$ cat src/rtl/core_pkg.sv
// Shared types and encodings for the TTL RISC-V multi-cycle control path:
// sequencer states, opcode classes, datapath mux encodings and mcause codes.
package core_pkg;

    typedef enum logic [2:0] {
        ST_FETCH  = 3'd0,
        ST_DECODE = 3'd1,
        ST_EXEC   = 3'd2,
        ST_MEM    = 3'd3,
        ST_TRAP   = 3'd4
    } state_e;

    // inst[6:2] opcode classes
    localparam logic [4:0] OPC_OP       = 5'b01100;
    localparam logic [4:0] OPC_OP_IMM   = 5'b00100;
    localparam logic [4:0] OPC_LUI      = 5'b01101;
    localparam logic [4:0] OPC_AUIPC    = 5'b00101;
    localparam logic [4:0] OPC_JAL      = 5'b11011;
    localparam logic [4:0] OPC_JALR     = 5'b11001;
    localparam logic [4:0] OPC_BRANCH   = 5'b11000;
    localparam logic [4:0] OPC_LOAD     = 5'b00000;
    localparam logic [4:0] OPC_STORE    = 5'b01000;
    localparam logic [4:0] OPC_MISC_MEM = 5'b00011;
    localparam logic [4:0] OPC_SYSTEM   = 5'b11100;

    localparam logic [1:0] PC_SEL_PLUS4  = 2'd0;
    localparam logic [1:0] PC_SEL_TARGET = 2'd1;
    localparam logic [1:0] PC_SEL_MTVEC  = 2'd2;
    localparam logic [1:0] PC_SEL_MEPC   = 2'd3;

    localparam logic [1:0] WB_SEL_ALU  = 2'd0;
    localparam logic [1:0] WB_SEL_LOAD = 2'd1;
    localparam logic [1:0] WB_SEL_PC4  = 2'd2;
    localparam logic [1:0] WB_SEL_IMM  = 2'd3;

    localparam logic [3:0] CAUSE_INST_MISALIGN  = 4'd0;
    localparam logic [3:0] CAUSE_INST_ACCESS    = 4'd1;
    localparam logic [3:0] CAUSE_ILLEGAL        = 4'd2;
    localparam logic [3:0] CAUSE_BREAKPOINT     = 4'd3;
    localparam logic [3:0] CAUSE_LOAD_MISALIGN  = 4'd4;
    localparam logic [3:0] CAUSE_LOAD_ACCESS    = 4'd5;
    localparam logic [3:0] CAUSE_STORE_MISALIGN = 4'd6;
    localparam logic [3:0] CAUSE_STORE_ACCESS   = 4'd7;
    localparam logic [3:0] CAUSE_ECALL_M        = 4'd11;

    // Halfword (x01) needs bit 0 clear; word (010) needs both low bits clear.
    function automatic logic data_misaligned(input logic [2:0] func3, input logic [1:0] addr_lsb);
        return ((func3[1:0] == 2'b01) && addr_lsb[0]) ||
               ((func3 == 3'b010) && (addr_lsb != 2'b00));
    endfunction

endpackage

$ cat src/rtl/mem_wait_timer.sv
// Saturating wait counter for the shared memory handshake; flags a timeout
// once the request has been pending for MAX_WAIT cycles.
module mem_wait_timer #(
    parameter int MAX_WAIT = 255,
    parameter int WAIT_W   = 8
) (
    input  logic clk,
    input  logic rst,
    input  logic clr,
    input  logic inc,
    output logic timeout
);

    localparam logic [WAIT_W-1:0] MAX_CNT = WAIT_W'(MAX_WAIT);

    logic [WAIT_W-1:0] cnt_q, cnt_d;

    assign timeout = (cnt_q == MAX_CNT);

    always_comb begin
        cnt_d = cnt_q;
        if (clr) begin
            cnt_d = '0;
        end else if (inc && !timeout) begin
            cnt_d = cnt_q + 1'b1;
        end
    end

    // NOTE: sequential state uses non-blocking assignments only; the next
    // value is computed in always_comb so no latch or race can creep in.
    always_ff @(posedge clk or posedge rst) begin
        if (rst) begin
            cnt_q <= '0;
        end else begin
            cnt_q <= cnt_d;
        end
    end

endmodule

$ cat src/rtl/exec_sequencer.sv
// Multi-cycle fetch/decode/exec/mem/trap control FSM for the TTL RISC-V core.
// Build option: define MISALIGN_TRAP_EN to trap misaligned jumps and data accesses in EXEC.
module exec_sequencer
    import core_pkg::*;
#(
    parameter int MAX_WAIT = 255,
    parameter int WAIT_W   = 8
) (
    input  logic       clk,
    input  logic       rst,
    input  logic [4:0] opcode,
    input  logic [2:0] func3,
    input  logic       ecall,
    input  logic       ebreak,
    input  logic       mret,
    input  logic       invalid,
    input  logic       br_taken,
    input  logic [1:0] addr_lsb,
    input  logic       mem_ready,
    output logic       mem_req,
    output logic       mem_we,
    output logic       mem_fetch,
    output logic       ir_we,
    output logic       pc_we,
    output logic [1:0] pc_sel,
    output logic       rf_we,
    output logic [1:0] wb_sel,
    output logic       mepc_we,
    output logic       trap,
    output logic [3:0] trap_cause,
    output logic       retire
);

    state_e     state_q, state_d;
    logic [3:0] cause_q, cause_d;

    logic       timeout;
    logic       wait_clr;
    logic       wait_inc;

    logic       req_c, we_c, fetch_c, ir_we_c, pc_we_c, rf_we_c;
    logic       mepc_we_c, trap_c, retire_c;
    logic [1:0] pc_sel_c, wb_sel_c;

    logic       mis_hit;
    logic [3:0] mis_cause;

`ifdef MISALIGN_TRAP_EN
    always_comb begin
        mis_hit   = 1'b0;
        mis_cause = CAUSE_INST_MISALIGN;
        case (opcode)
            OPC_JAL, OPC_JALR: mis_hit = addr_lsb[1];
            OPC_BRANCH:        mis_hit = br_taken && addr_lsb[1];
            OPC_LOAD: begin
                mis_hit   = data_misaligned(func3, addr_lsb);
                mis_cause = CAUSE_LOAD_MISALIGN;
            end
            OPC_STORE: begin
                mis_hit   = data_misaligned(func3, addr_lsb);
                mis_cause = CAUSE_STORE_MISALIGN;
            end
            default: ;
        endcase
    end
`else
    logic unused_align_inputs;
    assign unused_align_inputs = ^{func3, addr_lsb};
    assign mis_hit   = 1'b0;
    assign mis_cause = CAUSE_INST_MISALIGN;
`endif

    // NOTE: every signal written here gets a default first, so no path can
    // leave one unassigned and infer a latch.
    always_comb begin
        state_d   = state_q;
        cause_d   = cause_q;
        wait_inc  = 1'b0;
        req_c     = 1'b0;
        we_c      = 1'b0;
        fetch_c   = 1'b0;
        ir_we_c   = 1'b0;
        pc_we_c   = 1'b0;
        pc_sel_c  = PC_SEL_PLUS4;
        rf_we_c   = 1'b0;
        wb_sel_c  = WB_SEL_ALU;
        mepc_we_c = 1'b0;
        trap_c    = 1'b0;
        retire_c  = 1'b0;

        unique case (state_q)
            ST_FETCH: begin
                if (timeout) begin
                    state_d = ST_TRAP;
                    cause_d = CAUSE_INST_ACCESS;
                end else begin
                    req_c   = 1'b1;
                    fetch_c = 1'b1;
                    if (mem_ready) begin
                        ir_we_c = 1'b1;
                        state_d = ST_DECODE;
                    end else begin
                        wait_inc = 1'b1;
                    end
                end
            end

            ST_DECODE: begin
                if (invalid) begin
                    state_d = ST_TRAP;
                    cause_d = CAUSE_ILLEGAL;
                end else if (ecall) begin
                    state_d = ST_TRAP;
                    cause_d = CAUSE_ECALL_M;
                end else if (ebreak) begin
                    state_d = ST_TRAP;
                    cause_d = CAUSE_BREAKPOINT;
                end else if (mret) begin
                    pc_sel_c = PC_SEL_MEPC;
                    pc_we_c  = 1'b1;
                    retire_c = 1'b1;
                    state_d  = ST_FETCH;
                end else begin
                    state_d = ST_EXEC;
                end
            end

            ST_EXEC: begin
                state_d  = ST_FETCH;
                pc_we_c  = 1'b1;
                retire_c = 1'b1;
                case (opcode)
                    OPC_OP, OPC_OP_IMM, OPC_AUIPC: begin
                        rf_we_c  = 1'b1;
                        wb_sel_c = WB_SEL_ALU;
                    end
                    OPC_LUI: begin
                        rf_we_c  = 1'b1;
                        wb_sel_c = WB_SEL_IMM;
                    end
                    OPC_JAL, OPC_JALR: begin
                        rf_we_c  = 1'b1;
                        wb_sel_c = WB_SEL_PC4;
                        pc_sel_c = PC_SEL_TARGET;
                    end
                    OPC_BRANCH: pc_sel_c = br_taken ? PC_SEL_TARGET : PC_SEL_PLUS4;
                    OPC_LOAD, OPC_STORE: begin
                        pc_we_c  = 1'b0;
                        retire_c = 1'b0;
                        state_d  = ST_MEM;
                    end
                    default: ;
                endcase
                // A misaligned target or address suppresses every commit of this instruction.
                if (mis_hit) begin
                    rf_we_c  = 1'b0;
                    pc_we_c  = 1'b0;
                    retire_c = 1'b0;
                    pc_sel_c = PC_SEL_PLUS4;
                    wb_sel_c = WB_SEL_ALU;
                    state_d  = ST_TRAP;
                    cause_d  = mis_cause;
                end
            end

            ST_MEM: begin
                if (timeout) begin
                    state_d = ST_TRAP;
                    cause_d = (opcode == OPC_STORE) ? CAUSE_STORE_ACCESS : CAUSE_LOAD_ACCESS;
                end else begin
                    req_c = 1'b1;
                    we_c  = (opcode == OPC_STORE);
                    if (mem_ready) begin
                        rf_we_c  = (opcode != OPC_STORE);
                        wb_sel_c = WB_SEL_LOAD;
                        pc_sel_c = PC_SEL_PLUS4;
                        pc_we_c  = 1'b1;
                        retire_c = 1'b1;
                        state_d  = ST_FETCH;
                    end else begin
                        wait_inc = 1'b1;
                    end
                end
            end

            ST_TRAP: begin
                trap_c    = 1'b1;
                mepc_we_c = 1'b1;
                pc_sel_c  = PC_SEL_MTVEC;
                pc_we_c   = 1'b1;
                state_d   = ST_FETCH;
            end

            default: state_d = ST_FETCH;
        endcase
    end

    // The counter restarts on any state change, on ready, and outside memory states.
    assign wait_clr = (state_d != state_q) || mem_ready ||
                      !((state_q == ST_FETCH) || (state_q == ST_MEM));

    mem_wait_timer #(
        .MAX_WAIT (MAX_WAIT),
        .WAIT_W   (WAIT_W)
    ) u_wait (
        .clk     (clk),
        .rst     (rst),
        .clr     (wait_clr),
        .inc     (wait_inc),
        .timeout (timeout)
    );

    always_ff @(posedge clk or posedge rst) begin
        if (rst) begin
            state_q <= ST_FETCH;
            cause_q <= 4'd0;
        end else begin
            state_q <= state_d;
            cause_q <= cause_d;
        end
    end

    // Reset forces every strobe low at once, so an in-flight access is abandoned.
    assign mem_req    = req_c     && !rst;
    assign mem_we     = we_c      && !rst;
    assign mem_fetch  = fetch_c   && !rst;
    assign ir_we      = ir_we_c   && !rst;
    assign pc_we      = pc_we_c   && !rst;
    assign rf_we      = rf_we_c   && !rst;
    assign mepc_we    = mepc_we_c && !rst;
    assign trap       = trap_c    && !rst;
    assign retire     = retire_c  && !rst;
    assign pc_sel     = rst ? PC_SEL_PLUS4 : pc_sel_c;
    assign wb_sel     = rst ? WB_SEL_ALU : wb_sel_c;
    assign trap_cause = trap ? cause_q : 4'd0;

endmodule

$ cat config.mk
export PLATFORM = sky130hd
export DESIGN_NAME = exec_sequencer
export DESIGN_NICKNAME = d
export VERILOG_FILES = /design/src/rtl/core_pkg.sv /design/src/rtl/mem_wait_timer.sv /design/src/rtl/exec_sequencer.sv
export SDC_FILE = /design/constraint.sdc
export NUM_CORES = 1
export LEC_CHECK = 0
export ABC_AREA = 1
export CAP_MARGIN = 15
export CORE_ASPECT_RATIO = 0.7
export CORE_MARGIN = 5
export CORE_UTILIZATION = 52
export DETAILED_ROUTE_END_ITERATION = 10
export DONT_BUFFER_PORTS = 1
export PLACE_DENSITY = 0.75
export SLEW_MARGIN = 40
export SYNTH_ARGS = -nofsm -noshare
export SYNTH_HDL_FRONTEND = slang
export SYNTH_SLANG_ARGS = --single-unit
$ cat constraint.sdc
create_clock -name clk -period 1.67 [get_ports clk]
set_clock_uncertainty 0.1 [all_clocks]
set_input_delay 0.334 -clock clk [delete_from_list [all_inputs] [get_ports clk]]
set_output_delay 0.334 -clock clk [all_outputs]
set_load 0.02 [all_outputs]
==> results.json, run 1 <==
{
  "pwr-share-seq_pct": 43.4,
  "grt_pass1_wl_mm": 4.46,
  "final_common_cell": "nand2_1",
  "die_h_um": 47.3,
  "crit_path_frequent_cell": "nor2_4",
  "syn-cell-area_um2": 1030,
  "dr.pass1.iters": 4,
  "yosys-top-cells-area": "dfrtp_1 36%, nand2_1 9.8%, nor2_1 9.5%, nand3_1 6.3%, inv_1 6.2%",
  "path_cells": "ha_2 > nand2_2 > nor2_4 > nand2_4 > nand3_4 > nand2_2 > nor2_4 > nor2_4",
  "synth_fp_nets": 161,
  "numCtsBuffers": 3,
  "dieArea_um2": 2990,
  "min_period_ns": 1.98,
  "slowest_stage": "dfrtp_1",
  "drt_iter0_drc": 34,
  "vias_per_cell": 5.23,
  "setup_viol": 17,
  "post_drt_wl_per_cell_um": 14.3,
  "cap_violations": 0,
  "power_frac_comb_pct": 34.9,
  "htreeDepth": 1,
  "yosysTopAreaCell": "dfrtp_1",
  "antenna_found_initial": 0,
  "wl_mm": 2.67,
  "netlist_instances": 142,
  "io_buffers": 0,
  "slew_viol_final": 0,
  "clock_power_share_pct": 21.7,
  "cts.sinks": 15,
  "worstMarginPinSlew_ns": 0.289,
  "cts.clk_slew.worst_paths_ns": 0.10,
  "areaGrowthSynthToFinish_pct": 36.2,
  "grt_pass1_vias": 985,
  "dpl.hpwl_mm": 1.96,
  "violations": "negative setup slack",
  "switching_power_uw": 362,
  "routed-via-count": 978,
  "relSlewSlack_pct": 80.7,
  "rsz0062_at_grt": "true",
  "grt_max_degree": 16,
  "cp.arrival_ns": 1.55,
  "ir_worst_vdd_v": 0.000748,
  "nets": 185,
  "ys_ff_latch": 15,
  "diodes": 0,
  "ios": 35,
  "finalWorstSetupSlack_ns": -0.311,
  "multi_input_area_um2": 703,
  "ys_warn_count": 0,
  "cts_tree": "yes",
  "leakagePower_nw": 0.651,
  "cp_top_family": "simple AND/OR/NAND/NOR gates",
  "antenna_left": 0,
  "clock_path_buffers": 2,
  "critPathKind": "reg -> out",
  "worst-path-max-fanout": 6,
  "hp-class": "in -> reg",
  "end_kind": "output pin",
  "ys_seq_area_share_pct": 36.4,
  "layout_common_cells": "24 x nand2_1, 18 x nor2_1, 17 x buf_4",
  "swShare_pct": 36.6,
  "cts_root_buf": "clkbuf_4",
  "clk_latency_ns": 0.28,
  "drive_gt1_share_pct": 41.8,
  "crit_buf_inv": 0,
  "cp.required_ns": 1.24,
  "drc": 0,
  "holdWs_ns": 0.0568,
  "die_w_um": 63.3,
  "grtUsageTotal_pct": 19.6,
  "slowest_delay_ns": 0.38,
  "avgSynthCellArea_um2": 7.27,
  "overflow": 0,
  "synthDominantCellAreaShare_pct": 36.4,
  "place.gp.congestion": 0.854,
  "initial_utilization_pct": 55.2,
  "p_per_area_nw_per_um2": 704,
  "status": "finished with violations",
  "fmax_mhz": 505,
  "hold_viol_final": 0,
  "internal_power_uw": 628,
  "nFillCells": 124,
  "fin_util_pct": 75.2,
  "fp-row-count": 13,
  "seq_area_um2": 375,
  "period_share_pct": 119,
  "core_um2": 1870,
  "start_kind": "flop",
  "yosysUniqueCellTypes": 31
}
==> worst reg2reg max path: stages (launching register included) <==
cell	delay [ns]
dfrtp_1	0.44
clkinv_1	0.17
nand2_2	0.17
o21ai_4	0.08
buf_4	0.15
nand2_4	0.09
nand2_4	0.07
nand2_1	0.09
o21ai_2	0.05
==> what timing repair did <==
action | CTS | global route
setup buffers | 4 | 1
gates resized for setup | 19 | 10
pin swaps | 9 | 8
setup endpoints to repair | 17 | 17
endpoints found under the hold margin | 15 | 0
hold buffers | 1 | 0
cloned | 0 | 0
==> stage by stage <==
stage	setup slack [ns]	setup TNS, ns	instances	total power [mW]	cell area [um2]
final	-0.311	-3.38	187	0.990	1410
after global routing	-0.418	-5.15	187	1.06	1410
after CTS	-0.322	-3.65	186	0.976	1360
after detailed placement	-0.134	-0.313	177	0.712	1200
after global placement	-0.0695	-0.100	177	0.697	1200
after floorplan	-0.0551	-0.0742	142	0.637	1070
==> path summary, 6_finish.rpt <==
| check | from | endpoint | slack (ns) | cells past startpoint |
|---|---|---|---|---|
| worst max-delay path | u_wait.cnt_q[0] | pc_we | -0.31 | 8 |
| worst min-delay path | mret | state_q[1] | 0.06 | 1 |
| max in group asynchronous | rst | u_wait.cnt_q[3] | 0.81 | 3 |
| worst max register to register | state_q[0] | cause_q[2] | 0.15 | 8 |
| min in group asynchronous | rst | cause_q[2] | 0.49 | 3 |
| worst min register to register | cause_q[1] | cause_q[1] | 0.44 | 2 |
==> registers in the layout, indices dropped and copies added, names as in the netlist <==
signal        cells
state_q           3
u_wait.cnt_q      8
cause_q           4
==> cell usage after synthesis, drive strengths merged <==
master and n:
xor2 2, ha 1, clkbuf 1, a21oi 3
o21ai 4, nand2 31, nand3 16, nor2 28
nor3 4, nand3b 1, nand4 3, o31ai 1
dfrtp 15, a31oi 1, inv 24, nor3b 1
o211ai 1, buf 1, nor4 1, clkinv 1
xnor2 2
==> layer usage <==
metal / part of all wire [%] / track usage [%] / vias up
met5: 0 / 0 / -
met1: 41 / 23.8 / 445
met4: 0.26 / 2.49 / 0
met2: 51 / 36.6 / 32
li1: - / - / 499
met3: 8.0 / 5.74 / 2
==> logic make-up after synthesis <==
kind of cell               share of synthesized area, %
and+or+nand+nor                                    41.6
adders and majority gates                          1.21
DFF                                                36.4
AOI/OAI and AO/OA                                  7.27
xor gates and xnor gates                           3.39
buffers and inverters                              10.2
==> power groups by stage <==
stage	clock, mW	sequential [mW]	combinational (mW)
2_1_floorplan	0	0.434	0.203
3_3_place_gp	0	0.432	0.265
3_5_place_dp	0	0.435	0.276
4_1_cts	0.225	0.429	0.322
5_1_grt	0.252	0.433	0.377
6_report	0.215	0.429	0.346
==> final cells by class <==
cell class              instances  area share [%]
well taps                      22            1.96
flip-flops and latches         15            26.7
multi-input cells             100            50.0
inverters                      25            7.03
clock buffers                   3            1.60
clock inverters                 1           0.534
repair buffers                 21            12.2
Power figures use the tool's default switching activity.
==> run 2, diff against run 1 <==
Settings changed: PLACE_DENSITY 0.75 to 0.67.
==> run 2 against run 1 <==
The flow still finishes with violations (negative setup slack). Largest power group unchanged. Sequential share of layout area fell by 1.4 points. Core utilization rose by 4.7 points. Clock power rose by 2%. Sequential cell count did not move. Register-to-register slack got worse by 0.03 ns. Via count rose by 1.3%. Final cell count rose by 4.3%. Final area rose by 6.3%. Combinational power rose by 6.9%. Global-route usage fell by 0.89 points. Maximum frequency fell by 0.21%.
==> results.json, run 2 (synthesized netlist as in run 1, its figures left out) <==
{
  "grt_pass1_wl_mm": 4.17,
  "setup.worst_path.start": "u_wait.cnt_q[1]",
  "numCtsBuffers": 3,
  "switching_power_uw": 377,
  "grtUsageMet1_pct": 25.4,
  "vias_per_cell": 5.08,
  "reg_top3": "u_wait.cnt_q: 8 flops, cause_q: 4 flops, state_q: 3 flops",
  "initial_utilization_pct": 55.2,
  "layout_common_cells": "24 x nand2_1, 22 x buf_4, 18 x nor2_1",
  "final_common_cell": "nand2_1",
  "cts.clk_slew.worst_paths_ns": 0.10,
  "regMostFlops": "u_wait.cnt_q",
  "drt_iter0_drc": 49,
  "ir_worst_vdd_v": 0.000600,
  "slew_viol_final": 0,
  "fin_util_pct": 79.9,
  "core_um2": 1870,
  "diodes": 0,
  "dieArea_um2": 2990,
  "areaGrowthSynthToFinish_pct": 44.8,
  "die_h_um": 47.3,
  "worstMarginPinSlew_ns": 0.287,
  "largest_register_ffs": 8,
  "r2r-start": "state_q[2]",
  "start_kind": "flop",
  "power_frac_comb_pct": 36.0,
  "grt_use_met3_pct": 6.46,
  "place.gp.congestion": 0.888,
  "rsz0062_at_grt": "true",
  "cts.sinks": 15,
  "min_path_cells": 1,
  "clk_latency_ns": 0.29,
  "die_w_um": 63.3,
  "period_share_pct": 119,
  "cp.required_ns": 1.24,
  "dr.pass1.iters": 4,
  "cp.arrival_ns": 1.55,
  "wl_mm": 2.54,
  "hp-class": "in -> reg",
  "post_drt_wl_per_cell_um": 13.0,
  "grt_pass1_vias": 900,
  "p_per_area_nw_per_um2": 686,
  "swShare_pct": 36.8,
  "antenna_found_initial": 0,
  "relSlewSlack_pct": 80.8,
  "clock_path_buffers": 2,
  "hold_viol_final": 0,
  "leakagePower_nw": 0.698,
  "hp-start": "mret",
  "pwr-share-seq_pct": 42.6,
  "top_usage_layer": "met2",
  "cap_violations": 0,
  "critPathKind": "reg -> out",
  "clock_power_share_pct": 21.4,
  "worst-path-max-fanout": 4,
  "setup_viol": 17,
  "min_period_ns": 1.98,
  "routed-via-count": 991,
  "grtUsageTotal_pct": 18.7,
  "internal_power_uw": 648,
  "cts_tree": "yes",
  "drc": 0,
  "end_kind": "output pin",
  "dpl.hpwl_mm": 1.80,
  "grtUsageMet2_pct": 28.4,
  "status": "finished with violations",
  "finalWorstSetupSlack_ns": -0.315,
  "nets": 193,
  "violations": "negative setup slack",
  "drive_gt1_share_pct": 46.8,
  "htreeDepth": 1,
  "overflow": 0,
  "r2r_cells": 6,
  "antenna_left": 0,
  "ios": 35,
  "grt_max_degree": 16,
  "fp-row-count": 13,
  "nFillCells": 122,
  "cts_root_buf": "clkbuf_4",
  "power.total_mw": 1.03,
  "fmax_mhz": 504,
  "io_buffers": 0
}
-- run 2: cell type report --
class                   count  area, um2  share of cell area (%)
inverters                  25        101                    6.78
well taps                  22       27.5                    1.84
clock inverters             1       7.51                   0.502
clock buffers               3       22.5                    1.51
multi-input cells         100        712                    47.6
repair buffers             29        246                    16.5
flip-flops and latches     15        378                    25.3
-- run 2: final timing paths --
kind	to	slack (ns)
worst max-delay path	mem_fetch	-0.31
worst min-delay path	state_q[1]	0.06
worst max register to register	u_wait.cnt_q[2]	0.12
worst min register to register	cause_q[1]	0.43
max in group asynchronous	state_q[0]	0.82
min in group asynchronous	cause_q[1]	0.45
-- run 2: per-layer routing --
| metal | part of all wire [%] | wire, um | vias to the layer above |
|---|---|---|---|
| met5 | 0 | 0 | - |
| met4 | 1.2 | 31 | 0 |
| met3 | 5.4 | 136 | 5 |
| met2 | 48 | 1220 | 17 |
| met1 | 45 | 1150 | 455 |
| li1 | - | - | 514 |
-- run 2: repair_timing --
item	in CTS	in global routing
resized for setup	20	20
buffers inserted	2	6
endpoints found under the hold margin	15	0
setup endpoints to repair	17	17
pin swaps	3	10
hold buffers	1	0
-- run 2: power by group through the flow --
| stage | Combinational, mW | Sequential, mW | Clock [mW] |
|---|---|---|---|
| 2_1_floorplan | 0.203 | 0.434 | 0 |
| 3_3_place_gp | 0.286 | 0.433 | 0 |
| 3_5_place_dp | 0.293 | 0.436 | 0 |
| 4_1_cts | 0.331 | 0.430 | 0.228 |
| 5_1_grt | 0.407 | 0.443 | 0.258 |
| 6_report | 0.370 | 0.436 | 0.219 |
-- run 2: metrics by stage --
step	instance area (um2)	hold slack [ns]	std cells	setup WS (ns)	TNS, ns
global placement	1250	0.213	183	-0.0647	-0.114
CTS	1390	0.0524	190	-0.300	-3.54
global route	1500	0.0324	195	-0.421	-5.33
detailed placement	1250	0.210	183	-0.0655	-0.133
floorplan	1070	0.152	142	-0.0551	-0.0742
finish	1500	0.0573	195	-0.315	-3.60
-- run 2: worst max-delay path, stage by stage, from the launching register on --
cell,delay [ns]
dfrtp_1,0.40
ha_2,0.20
nand2_2,0.08
nor2_4,0.05
nand2_4,0.09
inv_2,0.06
nor4_2,0.18
buf_4,0.20
